File: config.mk
export PLATFORM = sky130hd
export DESIGN_NAME = shared_reg_arbiter_flat
export DESIGN_NICKNAME = d
export VERILOG_FILES = /design/src/rtl/shared_reg_arbiter_if.sv /design/src/rtl/shared_reg_arbiter.sv /design/src/flat_wrapper.sv
export SDC_FILE = /design/constraint.sdc
export NUM_CORES = 1
export LEC_CHECK = 0
export ABC_AREA = 1
export CORE_MARGIN = 1.5
export CORE_UTILIZATION = 45
export CTS_CLUSTER_SIZE = 10
export DETAILED_ROUTE_END_ITERATION = 8
export GPL_ROUTABILITY_DRIVEN = 0
export PLACE_DENSITY = 0.88
export RECOVER_POWER = 100
export SYNTH_ARGS = -nofsm -noshare
export SYNTH_HDL_FRONTEND = slang
export SYNTH_SLANG_ARGS = --single-unit
export TNS_END_PERCENT = 30
File: constraint.sdc
create_clock -name clk -period 3.2 [get_ports clk]
set_input_delay 0.8 -clock clk [delete_from_list [all_inputs] [get_ports clk]]
set_output_delay 0.8 -clock clk [all_outputs]
set_load 0.01 [all_outputs]
File: src/rtl/shared_reg_arbiter_if.sv
// Bus between the requesters and the shared-register arbiter.
// Optional port: conflict_cnt, present only when SHARED_REG_ARB_CONFLICT_CNT_EN is defined.
interface shared_reg_arbiter_if #(
  parameter int unsigned N  = 4,
  parameter int unsigned W  = 8,
  parameter int unsigned CW = 16
);
  localparam int unsigned OW = (N > 1) ? $clog2(N) : 1;

  logic [N-1:0]   req;
  logic [N*W-1:0] wdata;
  logic [N-1:0]   gnt;
  logic [N-1:0]   ack;
  logic [W-1:0]   q;
  logic [OW-1:0]  owner;
  logic           busy;

`ifdef SHARED_REG_ARB_CONFLICT_CNT_EN
  logic [CW-1:0]  conflict_cnt;

  modport master (output req, wdata, input gnt, ack, q, owner, busy, conflict_cnt);
  modport slave  (input req, wdata, output gnt, ack, q, owner, busy, conflict_cnt);
`else
  modport master (output req, wdata, input gnt, ack, q, owner, busy);
  modport slave  (input req, wdata, output gnt, ack, q, owner, busy);
`endif

  // Reject parameter combinations the arbiter is not built for
  if (N < 2 || N > 16 || W < 1 || CW < 1) begin : g_param_check
    $error("shared_reg_arbiter_if: unsupported N/W/CW");
  end

endinterface

File: src/rtl/shared_reg_arbiter.sv
// Round-robin grant/commit arbiter for one register shared by N writers.
// Optional feature: SHARED_REG_ARB_CONFLICT_CNT_EN adds a saturating count
// of arbitrations that saw two or more effective requests.
module shared_reg_arbiter #(
  parameter int unsigned N         = 4,
  parameter int unsigned W         = 8,
  parameter logic [W-1:0] RESET_VAL = '0,
  parameter int unsigned CW        = 16
) (
  input  logic                 clk,
  input  logic                 rst,
  shared_reg_arbiter_if.slave  bus
);

  localparam int unsigned OW = (N > 1) ? $clog2(N) : 1;

  typedef enum logic {S_IDLE, S_GRANT} state_t;

  state_t        r_state, w_state_nxt;
  logic [N-1:0]  r_gnt, w_gnt_nxt;
  logic [N-1:0]  r_ack, w_ack_nxt;
  logic [W-1:0]  r_q, w_q_nxt;
  logic [OW-1:0] r_owner, w_owner_nxt;
  logic [OW-1:0] r_ptr, w_ptr_nxt;
  logic          r_busy, w_busy_nxt;

  logic [N-1:0]  w_eff;
  logic          w_found;
  logic [OW-1:0] w_winner;
  logic          w_contended;

  // Reject parameter combinations the arbiter is not built for
  if (N < 2 || N > 16 || W < 1 || CW < 1) begin : g_param_check
    $error("shared_reg_arbiter: unsupported N/W/CW");
  end

  // Rotating priority search from ptr; the requester being acked is masked
  always_comb begin
    int unsigned v_idx;
    w_eff       = bus.req & ~r_ack;
    w_found     = 1'b0;
    w_winner    = '0;
    v_idx       = 0;
    w_contended = ($countones(w_eff) >= 2);
    for (int unsigned i = 0; i < N; i++) begin
      v_idx = 32'(r_ptr) + i;
      if (v_idx >= N) v_idx = v_idx - N;
      if (!w_found && w_eff[OW'(v_idx)]) begin
        w_found  = 1'b1;
        w_winner = OW'(v_idx);
      end
    end
  end

  // Next-state and registered-output values
  always_comb begin
    w_state_nxt = r_state;
    w_gnt_nxt   = r_gnt;
    w_ack_nxt   = '0;
    w_q_nxt     = r_q;
    w_owner_nxt = r_owner;
    w_ptr_nxt   = r_ptr;
    w_busy_nxt  = r_busy;
    unique case (r_state)
      S_IDLE: begin
        if (w_found) begin
          w_gnt_nxt   = N'(1) << w_winner;
          w_owner_nxt = w_winner;
          w_busy_nxt  = 1'b1;
          w_state_nxt = S_GRANT;
        end
      end
      S_GRANT: begin
        // Commit if the owner still requests, otherwise abort; either way rotate
        w_gnt_nxt   = '0;
        w_busy_nxt  = 1'b0;
        w_ptr_nxt   = (r_owner == OW'(N - 1)) ? '0 : r_owner + 1'b1;
        w_state_nxt = S_IDLE;
        if (bus.req[r_owner]) begin
          w_q_nxt   = bus.wdata[32'(r_owner) * W +: W];
          w_ack_nxt = N'(1) << r_owner;
        end
      end
      default: w_state_nxt = S_IDLE;
    endcase
  end

  // State and output registers
  always_ff @(posedge clk) begin
    if (rst) begin
      r_state <= S_IDLE;
      r_gnt   <= '0;
      r_ack   <= '0;
      r_q     <= RESET_VAL;
      r_owner <= '0;
      r_ptr   <= '0;
      r_busy  <= 1'b0;
    end else begin
      r_state <= w_state_nxt;
      r_gnt   <= w_gnt_nxt;
      r_ack   <= w_ack_nxt;
      r_q     <= w_q_nxt;
      r_owner <= w_owner_nxt;
      r_ptr   <= w_ptr_nxt;
      r_busy  <= w_busy_nxt;
    end
  end

  assign bus.gnt   = r_gnt;
  assign bus.ack   = r_ack;
  assign bus.q     = r_q;
  assign bus.owner = r_owner;
  assign bus.busy  = r_busy;

`ifdef SHARED_REG_ARB_CONFLICT_CNT_EN
  logic [CW-1:0] r_conflict_cnt;

  // Count contended IDLE-to-GRANT transitions, saturating at all-ones
  always_ff @(posedge clk) begin
    if (rst) begin
      r_conflict_cnt <= '0;
    end else if (r_state == S_IDLE && w_found && w_contended && r_conflict_cnt != '1) begin
      r_conflict_cnt <= r_conflict_cnt + 1'b1;
    end
  end

  assign bus.conflict_cnt = r_conflict_cnt;
`endif

endmodule

File: src/flat_wrapper.sv
// flat-port wrapper written by rule: the top's interface ports become plain ports
module shared_reg_arbiter_flat 
#(
  parameter int unsigned N         = 4,
  parameter int unsigned W         = 8,
  parameter logic [W-1:0] RESET_VAL = '0,
  parameter int unsigned CW        = 16
)
  (clk, rst, bus_req, bus_wdata, bus_gnt, bus_ack, bus_q, bus_owner, bus_busy);
  shared_reg_arbiter_if #(.N(N), .W(W), .CW(CW)) bus_i ();
  input  logic clk;
  input  logic rst;
  input wire logic [$bits(bus_i.req)-1:0] bus_req;
  input wire logic [$bits(bus_i.wdata)-1:0] bus_wdata;
  output wire logic [$bits(bus_i.gnt)-1:0] bus_gnt;
  output wire logic [$bits(bus_i.ack)-1:0] bus_ack;
  output wire logic [$bits(bus_i.q)-1:0] bus_q;
  output wire logic [$bits(bus_i.owner)-1:0] bus_owner;
  output wire logic [$bits(bus_i.busy)-1:0] bus_busy;
  assign bus_i.req = bus_req;
  assign bus_i.wdata = bus_wdata;
  assign bus_gnt = bus_i.gnt;
  assign bus_ack = bus_i.ack;
  assign bus_q = bus_i.q;
  assign bus_owner = bus_i.owner;
  assign bus_busy = bus_i.busy;
  shared_reg_arbiter #(.N(N), .W(W), .RESET_VAL(RESET_VAL), .CW(CW)) u_core (.clk(clk), .rst(rst), .bus(bus_i));
endmodule
After elaboration in Yosys (flattened, before gate mapping)
Cells that the tools add are included.
Word-level totals
  bits in registers: 22
  word-level logic and storage cells: 71
  output and inout bits: 19
Operators by class
  add/sub/neg operators: 8
  $lt $le $gt $ge: 9
  mux-type cells: 29
  bitwise logic cells: 4
  reduce and logical (&&, ||, !) cells: 9
  equality and inequality tests: 2
  shift operators: 3
Operators with widths (count)
  variable part select 32 x 6 -> 8 bit: 1
  two-way mux 2 bit: 9
  < comparator 2 x 3 -> 1 bit, second input constant: 5
  two-way mux 1 bit: 11
  binary-select mux 1 bit (select 2 bit): 5
  >= comparator 3 bit, second input constant: 3
  case mux 4 bit (2 select lines): 1
  << shifter 1 x 2 -> 4 bit, first input constant: 2
  subtractor 2 x 1 -> 2 bit, second input constant: 4
  adder 2 x 2 -> 3 bit, second input constant: 2
  AND 4 bit: 1
  two-way mux 4 bit: 1
  inverter 4 bit: 1
  case mux 1 bit (2 select lines): 2
  AND reduction 2 bit: 2
  adder 2 x 1 -> 3 bit, second input constant: 1
  >= comparator 2 x 3 -> 1 bit, second input constant: 1
  logical AND 1 bit: 3
  logical NOT 1 bit: 3
  OR reduction 3 bit: 1
  adder 2 x 1 -> 2 bit, second input constant: 1
  == test 2 bit, second input constant: 1
  != test 2 x 1 -> 1 bit, second input constant: 1
  inverter 1 bit: 2

Longest topological paths before layout
Gate-level depths: netlist of the first run.
  depth in word-level cells: 17
  depth in mapped cells: 14
  gate-level depth less buffers: 13

Least setup slack after synthesis of the first run
No wires, ideal clock.
  kind: in2reg
  from: input port bus_req[3]
  to: register u_core.r_owner[0] (netlist: u_core.bus.owner[0])
  arrival time: 1.623 ns
  stages: 10
  setup slack: 1.467 ns
  library setup time: 0.110 ns
  required time: 3.090 ns
  path buffers: 0
  cell sequence: nand3_1 nand2_2 nor2_2 nand4_2 nand2_2 inv_2 nand2_2 o21ai_1 nand2_1 inv_1
Between the ends
  cells in the longest elaborated chain, start to end: 14
RTL lines
  start, declared: line flat_wrapper.sv:13  | input wire logic [$bits(bus_i.req)-1:0] bus_req;
  AND 4 bit (*): line shared_reg_arbiter.sv:40  | w_eff = bus.req & ~r_ack;
  binary-select mux 1 bit (select 2 bit): line shared_reg_arbiter.sv:48  | if (!w_found && w_eff[OW'(v_idx)]) begin
  two-way mux 1 bit (implied by the code): line shared_reg_arbiter.sv:48
  two-way mux 1 bit: line shared_reg_arbiter.sv:48
  logical NOT 1 bit: line shared_reg_arbiter.sv:48
  logical AND 1 bit: line shared_reg_arbiter.sv:48
  two-way mux 1 bit: line shared_reg_arbiter.sv:48
  logical NOT 1 bit: line shared_reg_arbiter.sv:48
  logical AND 1 bit: line shared_reg_arbiter.sv:48
  two-way mux 1 bit: line shared_reg_arbiter.sv:48
  logical NOT 1 bit: line shared_reg_arbiter.sv:48
  logical AND 1 bit: line shared_reg_arbiter.sv:48
  two-way mux 1 bit: line shared_reg_arbiter.sv:48
  AND reduction 2 bit (no line)
  end signal, assigned: line shared_reg_arbiter.sv:103  | r_owner <= w_owner_nxt;
  end, declared: line shared_reg_arbiter.sv:23  | logic [OW-1:0] r_owner, w_owner_nxt;
Every way passes the cells marked *; elsewhere a longest branch is shown, timed or not. The select of a mux whose other input is x is not followed.
A chain may end at the register's enable or synchronous reset.

Worst setup path in the final report of the first run
  from: register u_core.r_owner[0] (netlist: u_core.bus.owner[0])
  to: register u_core.r_q[4] (netlist: u_core.bus.q[4])
Between the ends
  cells in the longest elaborated chain, start to end: 3
RTL lines
  parallel branches: the longest is 3 deep, another holds variable part select 32 x 6 -> 8 bit
  end signal, assigned: line shared_reg_arbiter.sv:102  | r_q <= w_q_nxt;
  end, declared: line shared_reg_arbiter.sv:22  | logic [W-1:0] r_q, w_q_nxt;
Parallel ways; which one is timed is not known. The select of a mux whose other input is x is not followed.

==> results summary, run 1 <==
The clock-pin slew reported for the worst setup and hold paths after clock tree synthesis came out at 0.12 ns. The critical path data arrival time came out at 2.62 ns. The class of the most critical hold timing path is reg -> reg. The number of clock sinks came out at 22. The routed design has 3.28 mm of wire. Once the clock tree was built, the setup fixing pass inserted 0 buffers. After floorplanning, the core was divided into 19 placement rows. The worst endpoint required time came out at 3.37 ns. After detailed routing, the average wire length per cell comes to 11.3 um. Clock tree synthesis selected as its root buffer the cell sky130_fd_sc_hd__clkbuf_4. The number of pins exceeding their max-slew limit in the final report came out at 0. The final layout net count is 299. The pin count of the biggest net entering global routing is 22. The number of clock buffers added by TritonCTS is 3. The number of diodes came out at 0. The post-cts sizing count came out at 0. The flow ran to the end, and the final reports show no timing, DRC or antenna violations.

The count of routing violations after the opening detailed-route iteration came out at 45. After synthesis the cells add up to 1340 um2. The worst-path cell with the longest stage delay is sky130_fd_sc_hd__dfxtp_1.

The critical path contains buffers and inverters numbering 3 combined. The die is 57.5 um wide. The count of endpoints failing hold in the final timing report came out at 0. Setup repair after global routing left no endpoint under its margin. The die boundary height is 57.5 um.

The number of primary I/O pins is 57. Summed over all nets, wire length on met3 after detailed routing comes to 276 um. The final HPWL from detailed placement is 2.56 mm. The floorplan step defined a die boundary enclosing 3310 um2. For this design the static power due to leakage is 0.866 nW. The first-pass GRT wire length is 5.89 mm. The total nets after synthesis came out at 244. In the routed design, unresolved DRC markers number 0. Each instance of the synthesized netlist takes up on average 6.53 um2. After technology mapping, the gate count stands at 205. The post-route antenna net violation count is 0. The count of hold-fix buffers inserted at cts is 0. The final clock skew is 0.00228 ns. The count of buffers added on input and output ports is 56. The H-tree depth came out at 1. The most common flop cell mapped by yosys is sky130_fd_sc_hd__dfxtp_1. Timing would allow up to 409 MHz. IR analysis of the VDD net gives a maximum drop of 0.440 mV.

The delay of the slowest critical-path stage came out at 0.64 ns. The via count of the first global-routing pass is 1452. In this run, synthesis produced a sequential element count of 22. The global-route congestion overflow total is 0. The TritonCTS clock tree is built.

The startpoint class of the critical path is a flop. The critical path is of the reg -> reg type. The synthesis-to-layout area growth is 44.0%. Yosys mapped a number of flops with a built-in enable equal to 0. The core region area is 2780 um2.

The synthesis warning total is 0. The worst pin sits at a relative slew slack of 65.1%. The number of antenna violations at the first check in global routing came out at 0. The tool flagged a number of max-cap violations equal to 0. The share of synthesized area occupied by flip-flops and latches is 32.9%.

Along the worst path, the maximum fanout reaches 21. The met2 wire length came out at 1.52 mm. The clock passes through at most 2 buffers. The sum of routed wire segments on met1 came out at 1.49 mm. In this run, the clock network consumes 13.5% of the power. Clock latency on the worst-skew pair, taken at its later pin, is 0.29 ns. Global routing used 21.9% of the available tracks. The post-layout minimum cycle time is 2.45 ns. For this configuration, the core starts out at a cell density of 48.1%. Traced cell by cell, the critical path runs through clkbuf_1 -> inv_1 -> o21ai_0 -> o22ai_1 -> nand2_1 -> inv_1 -> o21ai_0 -> a31oi_1.

The total cell area at the placement stage is 1910 um2. The proportion of power drawn by flip-flops and latches came out at 34.5%. Detailed routing inserted a total of 1498 vias.

The actual slew at the worst max-slew pin is 0.523 ns. The part of the total power dissipated in combinational logic is 51.9%. In the final timing run, aggregate negative setup slack is 0 ns. Signal routing reaches up to met3.

The power density relative to cell area is 565 nW/um2. The worst setup path is captured at a flop. For this run, asynchronously set or reset flops after synthesis account for 0%. The count of endpoints failing setup in the final report came out at 0. Net switching is 41.9% of the power. The count of cell types in the netlist is 25. The detail-routed via count per cell is 5.17.

On the critical path the largest part of the delay comes from buffers and inverters. Cell internal power was estimated by the tool at 0.000633 W. Before antenna repair, the detailed router went through 4 iterations. The ratio of final minimum period to clock period is 76.5%. After routing the design area is 1930 um2.

The post-route netlist has 8.88% of its cells at a drive strength greater than 1. For this design the total switching power over the nets is 0.000457 W.
final cells by class:
cell class                 count  area (um2)
timing repair buffer          58         572
multi-input combinational    160         777
inverter                      15        63.8
tap                           31        38.8
fill                         250         853
clock buffer                   4        36.3
sequential                    22         440
power groups by stage:
stage                     registers (W)  clock network [W]  logic [W]
final                          0.000376           0.000148   0.000566
after global routing           0.000384           0.000162   0.000645
after CTS                      0.000379           0.000152   0.000597
after detailed placement       0.000385                  0   0.000595
after global placement         0.000385                  0   0.000587
after floorplan                0.000390                  0   0.000375
Yosys cell counts, types with 2 or more instances:
cell type / instances / area (um2)
sky130_fd_sc_hd__nand2_1: 31 / 116
sky130_fd_sc_hd__inv_2: 2 / 7.51
sky130_fd_sc_hd__dfxtp_1: 22 / 440
sky130_fd_sc_hd__inv_1: 11 / 41.3
sky130_fd_sc_hd__a21oi_1: 7 / 35.0
sky130_fd_sc_hd__clkbuf_1: 4 / 15.0
sky130_fd_sc_hd__nand3_1: 15 / 75.1
sky130_fd_sc_hd__nor2_2: 2 / 12.5
sky130_fd_sc_hd__a31oi_1: 8 / 50.1
sky130_fd_sc_hd__nand4_1: 3 / 18.8
sky130_fd_sc_hd__nand3_2: 6 / 60.1
sky130_fd_sc_hd__buf_2: 3 / 15.0
sky130_fd_sc_hd__nor2_1: 43 / 161
sky130_fd_sc_hd__o21ai_0: 27 / 135
sky130_fd_sc_hd__nand2_2: 11 / 68.8
flip-flops by register name, indices dropped and copies added (netlist names):
name              cells
u_core.bus.ack        4
u_core.bus.busy       1
u_core.bus.gnt        4
u_core.bus.owner      2
u_core.bus.q          8
u_core.r_ptr          2
u_core.r_state        1
cell families after synthesis:
logic type,count (synthesis),share of synthesized area (%)
buffers and inverters,23,7.85
flip-flops,22,32.9
adder cells (fa/ha/maj),1,0.934
AO/OA/AOI/OAI,44,17.3
AND/OR/NAND/NOR,115,41.0
stage by stage:
stage	instances	utilization, %	setup WS (ns)	hold slack [ns]	total power, W
floorplan	205	-	1.47	0.481	0.000765
global placement	286	68.7	0.859	0.455	0.000972
detailed placement	286	68.7	0.831	0.457	0.000980
CTS	290	70.0	0.809	0.475	0.00113
global route	290	69.3	0.351	0.502	0.00119
finish	290	69.3	0.753	0.468	0.00109
per-layer routing:
metal  GRT usage (%)  up-vias
li1                -      789
met1            27.7      653
met2            36.2       56
met3            5.67        0
met4            7.64        0
met5               0        -
path summary, 6_finish.rpt:
kind	from	endpoint	slack, ns	cells past startpoint
max	u_core.bus.owner[0]	u_core.bus.q[4]	0.75	8
min	u_core.bus.gnt[3]	u_core.bus.gnt[3]	0.47	2
max reg2reg	u_core.bus.owner[0]	u_core.bus.q[4]	0.75	8
min reg2reg	u_core.bus.gnt[3]	u_core.bus.gnt[3]	0.47	2
worst register-to-register path, delay by kind of cell (launching register included):
kind | cells | cell delay (ns)
AOI/OAI and AO/OA | 4 | 0.64
buffers and inverters | 3 | 0.98
DFF | 1 | 0.64
and+or+nand+nor | 1 | 0.06
cells in the final DEF (no fill, tap or decap), drive strengths merged:
cell type	netlist	layout
a21oi	7	7
a31oi	8	8
buf	4	1
clkbuf	4	5
clkdlybuf4s50	0	36
clkinv	1	1
dfxtp	22	22
dlygate4sd3	0	20
ha	1	1
inv	14	14
nand2	43	43
nand3	21	21
nand4	4	4
nor2	45	45
nor3	1	1
nor3b	1	1
o21ai	28	28
o22ai	1	1
(Power assumes the default switching activity.)
==> run 2, diff against run 1 <==
--- a/config.mk
+++ b/config.mk
@@ -7,11 +7,11 @@
 export LEC_CHECK = 0
 export ABC_AREA = 1
 export CORE_MARGIN = 1.5
-export CORE_UTILIZATION = 45
+export CORE_UTILIZATION = 42
 export CTS_CLUSTER_SIZE = 10
 export DETAILED_ROUTE_END_ITERATION = 8
 export GPL_ROUTABILITY_DRIVEN = 0
-export PLACE_DENSITY = 0.88
+export PLACE_DENSITY = 0.83
 export RECOVER_POWER = 100
 export SYNTH_ARGS = -nofsm -noshare
 export SYNTH_HDL_FRONTEND = slang
==> constraint.sdc (replaced) <==
create_clock -name clk -period 2.5 [get_ports clk]
set_input_delay 0.625 -clock clk [delete_from_list [all_inputs] [get_ports clk]]
set_output_delay 0.625 -clock clk [all_outputs]
set_load 0.01 [all_outputs]
==> run 2 against run 1 <==
- routed wire length increased by 1.9%
- worst hold slack improved by 0.00081 ns
- core utilization decreased by 5.2 points
- worst setup slack got worse by 0.37 ns
- critical path depth decreased by 6
- non-clock buffer count increased by 2
- cell count increased by 5.2%
- via count increased by 0.13%
- sequential power increased by 24%
- final area increased by 1.5%
==> results summary, run 2 (synthesized netlist as in run 1, its figures left out) <==
The post-layout minimum cycle time came out at 2.12 ns. Gates resized during post-CTS repair numbered 0. Setup repair after global routing left no endpoint under its margin. The number of CTS-inserted buffers came out at 3. The count of TritonRoute iterations in the first routing pass is 4. The number of flip-flops in the largest register came out at 8.

The accumulated negative setup slack is 0 ns. In this run the remaining antenna-violating nets after routing total 0. The critical path is of the reg -> out type. The number of max-cap violations is 0.

Net switching is 41.6% of the power. The most critical setup path has its endpoint at bus_owner[0]. The register-to-register setup slack came out at 0.62 ns.

The count of endpoints failing setup in the final report came out at 0. The total cell area at the placement stage is 1940 um2. The count of hold-fix buffers inserted at cts came out at 0. The overall track demand over capacity in global routing came out at 19.9%. TritonCTS built the clock tree. After the first detailed-routing iteration, the DRC count stood at 64. The depth of the most critical reg-to-reg path is 11.

The final HPWL from detailed placement came out at 2.65 mm. The site row count is 20. The relative max-transition margin came out at 69.5%.

Grouping stages by cell kind, the critical path spends the most delay in buffers and inverters. The clock net in this run drives a total of 22 sinks. The largest individual stage delay along the critical path comes from the cell sky130_fd_sc_hd__clkdlybuf4s50_1. In this run the critical register-to-register path is launched from u_core.r_ptr[0].

The number of antenna violations at the first check in global routing came to 0. In this run the worst setup path begins at u_core.bus.owner[0]. The H-tree depth is 1. The remaining routing DRC violations is 0. Counting along the longest clock path gives a buffer depth of 2. Leaving out fill and tap cells, the most frequent cells in the layout are 44 x sky130_fd_sc_hd__nor2_1, 36 x sky130_fd_sc_hd__clkdlybuf4s50_1, 32 x sky130_fd_sc_hd__nand2_1. The die is 59.5 um wide. The post-route cell area is 1960 um2.

The internal power of the cells totals 0.000822 W. The core region area is 3050 um2. The power density relative to cell area came out at 719 nW/um2. The library cell used most frequently in the layout, excluding fill and tap cells, is sky130_fd_sc_hd__nor2_1. The effective utilization at floorplan is 43.9%. The area growth from synthesis to layout is 46.2%. Along the worst path, the maximum fanout reaches 14. The fraction of layout instances using a drive strength above 1 is 10.3%. The actual slew at the worst max-slew pin is 0.457 ns. The peak clock frequency supported by timing is 472 MHz. The die covers 3540 um2. The proportion of power drawn by flip-flops and latches came out at 33.2%.

The final route contains 1500 vias. The power share of the clock group came out at 13.7%. The switching power total came out at 0.000585 W. The critical path data arrival time is 1.50 ns. Dividing the final minimum period by the clock period gives 84.8%. The number of buffer and inverter stages on the critical path came out at 2.

The number of diodes is 0. STA classifies the critical path endpoint as an output pin. The delay of the slowest critical-path stage is 0.59 ns.

The leakage dissipation is 0.869 nW. The number of primary I/O pins came out at 57. The final clock skew is 0.00782 ns. The detail-routed via count per cell came out at 4.92. The net count of the finished layout is 301.

The die boundary height is 59.5 um. The number of pins exceeding their max-slew limit in the final report is 0. The via count of the first global-routing pass is 1319. Summed over all layers, the routed wires come to 3.35 mm. The worst setup path is launched from a flop. The number of port buffers is 56. In this run the worst hold path is classified as reg -> reg.

The minimum hold slack is 0.469 ns. The count of endpoints failing hold in the final timing report was 0. The endpoint of the lowest-slack register-to-register path is u_core.bus.gnt[1]. The instance count on the critical path is 2.

Counting the fill cells in the layout gives 303. The pin count of the biggest net entering global routing came out at 20. IR analysis of the VDD net gives a maximum drop of 0.273 mV. The clock-pin slew reported for the worst setup and hold paths after clock tree synthesis came out at 0.11 ns. The root buffer cell is sky130_fd_sc_hd__clkbuf_4.

For the worst setup path, the data required time is 1.88 ns. The signal on the critical path passes through clkbuf_2 -> clkdlybuf4s50_1. Global routing finished with a remaining overflow of 0. The clock insertion delay at the later pin of the skew report is 0.30 ns. The buffers inserted during post-CTS setup optimization came out at 0. The mean routed wirelength per cell came out at 11.0 um. Of the total power, combinational logic draws 53.1%. The first global-routing pass estimated 5.44 mm of wire. The flow ran to the end, and the final reports show no timing, DRC or antenna violations.
## run 2: cell types whose count changed in the layout (fill, tap and decap cells not counted)
| cell | before | now |
|---|---|---|
| sky130_fd_sc_hd__nand2_1 | 34 | 32 |
| sky130_fd_sc_hd__nand2_2 | 8 | 10 |
| sky130_fd_sc_hd__buf_4 | 1 | 2 |
| sky130_fd_sc_hd__clkbuf_2 | 0 | 1 |
| sky130_fd_sc_hd__inv_1 | 12 | 11 |
| sky130_fd_sc_hd__inv_2 | 1 | 2 |
| sky130_fd_sc_hd__nand3_1 | 15 | 16 |
| sky130_fd_sc_hd__nand3_2 | 6 | 5 |
## run 2: final cells by class
type	instances	area [um2]	share of cell area, %
Timing Repair Buffer	60	584	29.9
Multi-Input combinational cell	160	777	39.7
Clock buffer	4	36.3	1.85
Inverter	15	63.8	3.26
Tap cell	44	55.1	2.81
Sequential cell	22	440	22.5
## run 2: stage by stage
step           worst slack, ns  power (W)  std cells  utilization, %
2_1_floorplan            0.942   0.000979        205               -
3_3_place_gp             0.340    0.00125        301            63.6
3_5_place_dp             0.300    0.00126        301            63.6
4_1_cts                  0.462    0.00146        305            64.8
5_1_grt                  0.227    0.00153        305            64.1
6_report                 0.380    0.00141        305            64.1
## run 2: routing by layer
metal  global-route usage, %  vias up  share of wire (%)
li1                        -      794                  -
met1                    23.6      665                 44
met2                    35.2       39                 49
met3                    4.80        2                6.4
met4                    5.84        0               0.39
met5                       0        -                  0
## run 2: worst min path at each step
stage,startpoint,cells past startpoint,to,slack (ns)
2_1_floorplan,u_core.bus.gnt[0],2,u_core.bus.gnt[0],0.48
3_3_place_gp,u_core.bus.gnt[3],2,u_core.bus.gnt[3],0.45
3_5_place_dp,u_core.bus.gnt[3],2,u_core.bus.gnt[3],0.46
4_1_cts,u_core.bus.gnt[3],2,u_core.bus.gnt[3],0.47
5_1_grt,u_core.bus.gnt[3],2,u_core.bus.gnt[3],0.49
6_report,u_core.bus.gnt[3],2,u_core.bus.gnt[3],0.47
## run 2: power by group through the flow
stage | clock, W | sequential (W) | combinational, W
global route | 0.000209 | 0.000476 | 0.000845
floorplan | 0 | 0.000499 | 0.000480
finish | 0.000192 | 0.000467 | 0.000748
global placement | 0 | 0.000478 | 0.000776
detailed placement | 0 | 0.000478 | 0.000787
CTS | 0.000200 | 0.000471 | 0.000789
## run 2: worst register-to-register path: stages, from the launching register on
cell	delay, ns
sky130_fd_sc_hd__dfxtp_1	0.60
sky130_fd_sc_hd__inv_8	0.09
sky130_fd_sc_hd__nand3_1	0.11
sky130_fd_sc_hd__nand2_1	0.09
sky130_fd_sc_hd__nor2_1	0.25
sky130_fd_sc_hd__nand4_1	0.21
sky130_fd_sc_hd__nand2_2	0.13
sky130_fd_sc_hd__inv_2	0.06
sky130_fd_sc_hd__nand2_2	0.08
sky130_fd_sc_hd__nor2_2	0.03
sky130_fd_sc_hd__nor2_1	0.09
sky130_fd_sc_hd__nor2_1	0.04
==> run 3, diff against run 2 <==
==> constraint.sdc (replaced) <==
create_clock -name clk -period 2.15 [get_ports clk]
set_input_delay 0.5375 -clock clk [delete_from_list [all_inputs] [get_ports clk]]
set_output_delay 0.5375 -clock clk [all_outputs]
set_load 0.01 [all_outputs]
==> run 3 against run 2 <==
- final area rose by 0.51%
- non-clock buffer count rose by 1
- worst setup slack worse by 0.26 ns
- cell count rose by 0.33%
- critical path depth shrank 1
- routed wire length rose by 4.8%
- total power is 18% higher
- first-iteration DRC count is 50% higher
- largest cell class unchanged
==> results summary, run 3 (synthesized netlist as in run 1, its figures left out) <==
Detailed placement finished with a half-perimeter wire length of 2.75 mm. The overall track demand over capacity in global routing came out at 21.7%. The buffers inserted during post-CTS setup optimization is 0. The floorplan step set the die width to 59.5 um. Summing all flip-flop and latch instances after layout gives 440 um2. At the later pin of the worst-skew pair, clock insertion delay measures 0.30 ns.

The post-route antenna net violation count is 0. Net switching is 42.1% of the power. The critical path data arrival time is 1.49 ns. The pre-antenna-repair detailed-routing pass consisted of 4 iterations. The detailed router placed 1531 vias in this run. The endpoint type of the worst setup path is an output pin. The largest fanout on the critical path is 10. Traced cell by cell, the critical path runs through clkdlybuf4s50_1. The multi-input combinational cells in the finished layout cover a total of 779 um2. Leaving out fill and tap cells, the most frequent cells in the layout are 44 x sky130_fd_sc_hd__nor2_1, 37 x sky130_fd_sc_hd__clkdlybuf4s50_1, 33 x sky130_fd_sc_hd__nand2_1.

The final clock skew is 0.00182 ns. The detail-routed via count per cell came out at 5.00. The number of primary I/O pins came out at 57. The peak clock frequency supported by timing came out at 493 MHz. The final layout net count is 302. The run finished with clean final reports. TritonCTS built the clock tree.

The filler cell count is 286. The remaining routing DRC violations came out at 0. The maximum clock insertion buffer count is 2. The global-route congestion overflow total is 0. The number of diodes is 0. The fraction of layout instances using a drive strength above 1 came out at 10.7%. The number of antenna violations at the first check in global routing came out at 0. The clock-pin slew reported for the worst setup and hold paths after clock tree synthesis came out at 0.12 ns. The floorplan step defined a die boundary enclosing 3540 um2. The accumulated negative setup slack came out at 0 ns.

The kind of cell adding the most delay to the critical path is buffers and inverters. In the finished design, the share of the clock period the worst path needs comes to 94.4%. The library cell used most frequently in the layout, excluding fill and tap cells, is sky130_fd_sc_hd__nor2_1. The post-layout minimum cycle time came out at 2.03 ns.

The final design utilization came out at 64.4%. The pin count of the biggest net entering global routing is 20. The number of pins exceeding their max-slew limit in the final report was 0. The via count of the first global-routing pass came out at 1418. The number of CTS-inserted buffers is 3. The number of port buffers came out at 56. The internal portion of the total power is 0.000957 W. The number of max-cap violations came out at 0. The core region area is 3050 um2. The minimum hold slack came out at 0.468 ns. The delay of the slowest critical-path stage is 0.62 ns. The worst supply voltage drop on vdd is 0.322 mV.

The worst endpoint required time is 1.61 ns. The clock network is responsible for 13.8% of the overall power. Setup violations remaining at the end of the flow were counted as 0. CTS built an H-tree with a depth of 1. The switching power total came out at 0.000697 W.

The overall routed net length is 3.51 mm. The count of endpoints failing hold in the final timing report is 0. The mean routed wirelength per cell came out at 11.5 um.

The part of the total power dissipated in combinational logic came out at 52.3%. The first-pass GRT wire length came out at 5.89 mm. The worst setup path is launched from a flop. The number of flip-flops in the largest register came out at 8. Clock tree synthesis selected as its root buffer the cell sky130_fd_sc_hd__clkbuf_4. For this configuration, the core starts out at a cell density of 43.9%.

The tightest min-delay check is of the reg -> reg type. The synthesis-to-layout area growth came out at 46.9%. The actual slew at the worst max-slew pin came out at 0.578 ns. Hold repair after CTS inserted 0 buffers.

The number of clock sinks came out at 22. The worst pin sits at a relative slew slack of 61.5%. The power density relative to cell area is 841 nW/um2. The die boundary height is 59.5 um.

Once the clock tree was built, the resizer swapped 0 gates to a different size. The leakage dissipation came out at 0.877 nW. Together, buffers and inverters on the worst path number 1. The proportion of power drawn by flip-flops and latches came out at 33.9%.

The start-to-end type of the worst setup path is reg -> out. The count of routing violations after the opening detailed-route iteration came out at 96. The site row count came out at 20. Setup repair after global routing left no endpoint under its margin. For this design, the slowest cell found on the critical path is sky130_fd_sc_hd__clkdlybuf4s50_1.
## run 3: layout make-up
cell class	count	area share [%]
multi-input cells	160	39.6
repair buffers	61	30.1
flip-flops and latches	22	22.4
inverters	15	3.24
well taps	44	2.80
clock buffers	4	1.84
## run 3: metrics by stage
step / cell area, um2 / worst slack, ns / power (W) / instances
after floorplan: 1340 / 0.680 / 0.00114 / 205
after global placement: 1960 / 0.104 / 0.00148 / 302
after detailed placement: 1960 / 0.0465 / 0.00150 / 302
after CTS: 2000 / 0.0985 / 0.00172 / 306
after global routing: 1970 / 0.0396 / 0.00180 / 306
final: 1970 / 0.121 / 0.00165 / 306
## run 3: path summary, 6_finish.rpt
kind,startpoint,to,slack (ns),cells after the start
worst max-delay path,u_core.bus.owner[0],bus_owner[0],0.12,1
worst min-delay path,u_core.bus.gnt[3],u_core.bus.gnt[3],0.47,2
worst max register to register,u_core.r_ptr[0],u_core.bus.owner[0],0.29,11
worst min register to register,u_core.bus.gnt[3],u_core.bus.gnt[3],0.47,2
## run 3: worst min-delay path, delay by kind of cell, from the launching register on
family,cells,cell delay [ns]
DFF,1,0.33
and+or+nand+nor,1,0.06
AOI/OAI and AO/OA,1,0.06
## run 3: power groups by stage
stage	Combinational, W	Sequential [W]	Clock [W]
3_5_place_dp	0.000925	0.000573	0
4_1_cts	0.000928	0.000565	0.000232
6_report	0.000865	0.000561	0.000228
5_1_grt	0.000973	0.000572	0.000253
2_1_floorplan	0.000559	0.000580	0
3_3_place_gp	0.000908	0.000572	0
## run 3: layer usage
| metal | track usage (%) | share of wire, % | vias to the layer above |
|---|---|---|---|
| met1 | 25.0 | 43 | 683 |
| met5 | 0 | 0 | - |
| li1 | - | - | 792 |
| met4 | 6.82 | 1.7 | 0 |
| met3 | 5.68 | 7.3 | 7 |
| met2 | 38.6 | 48 | 49 |
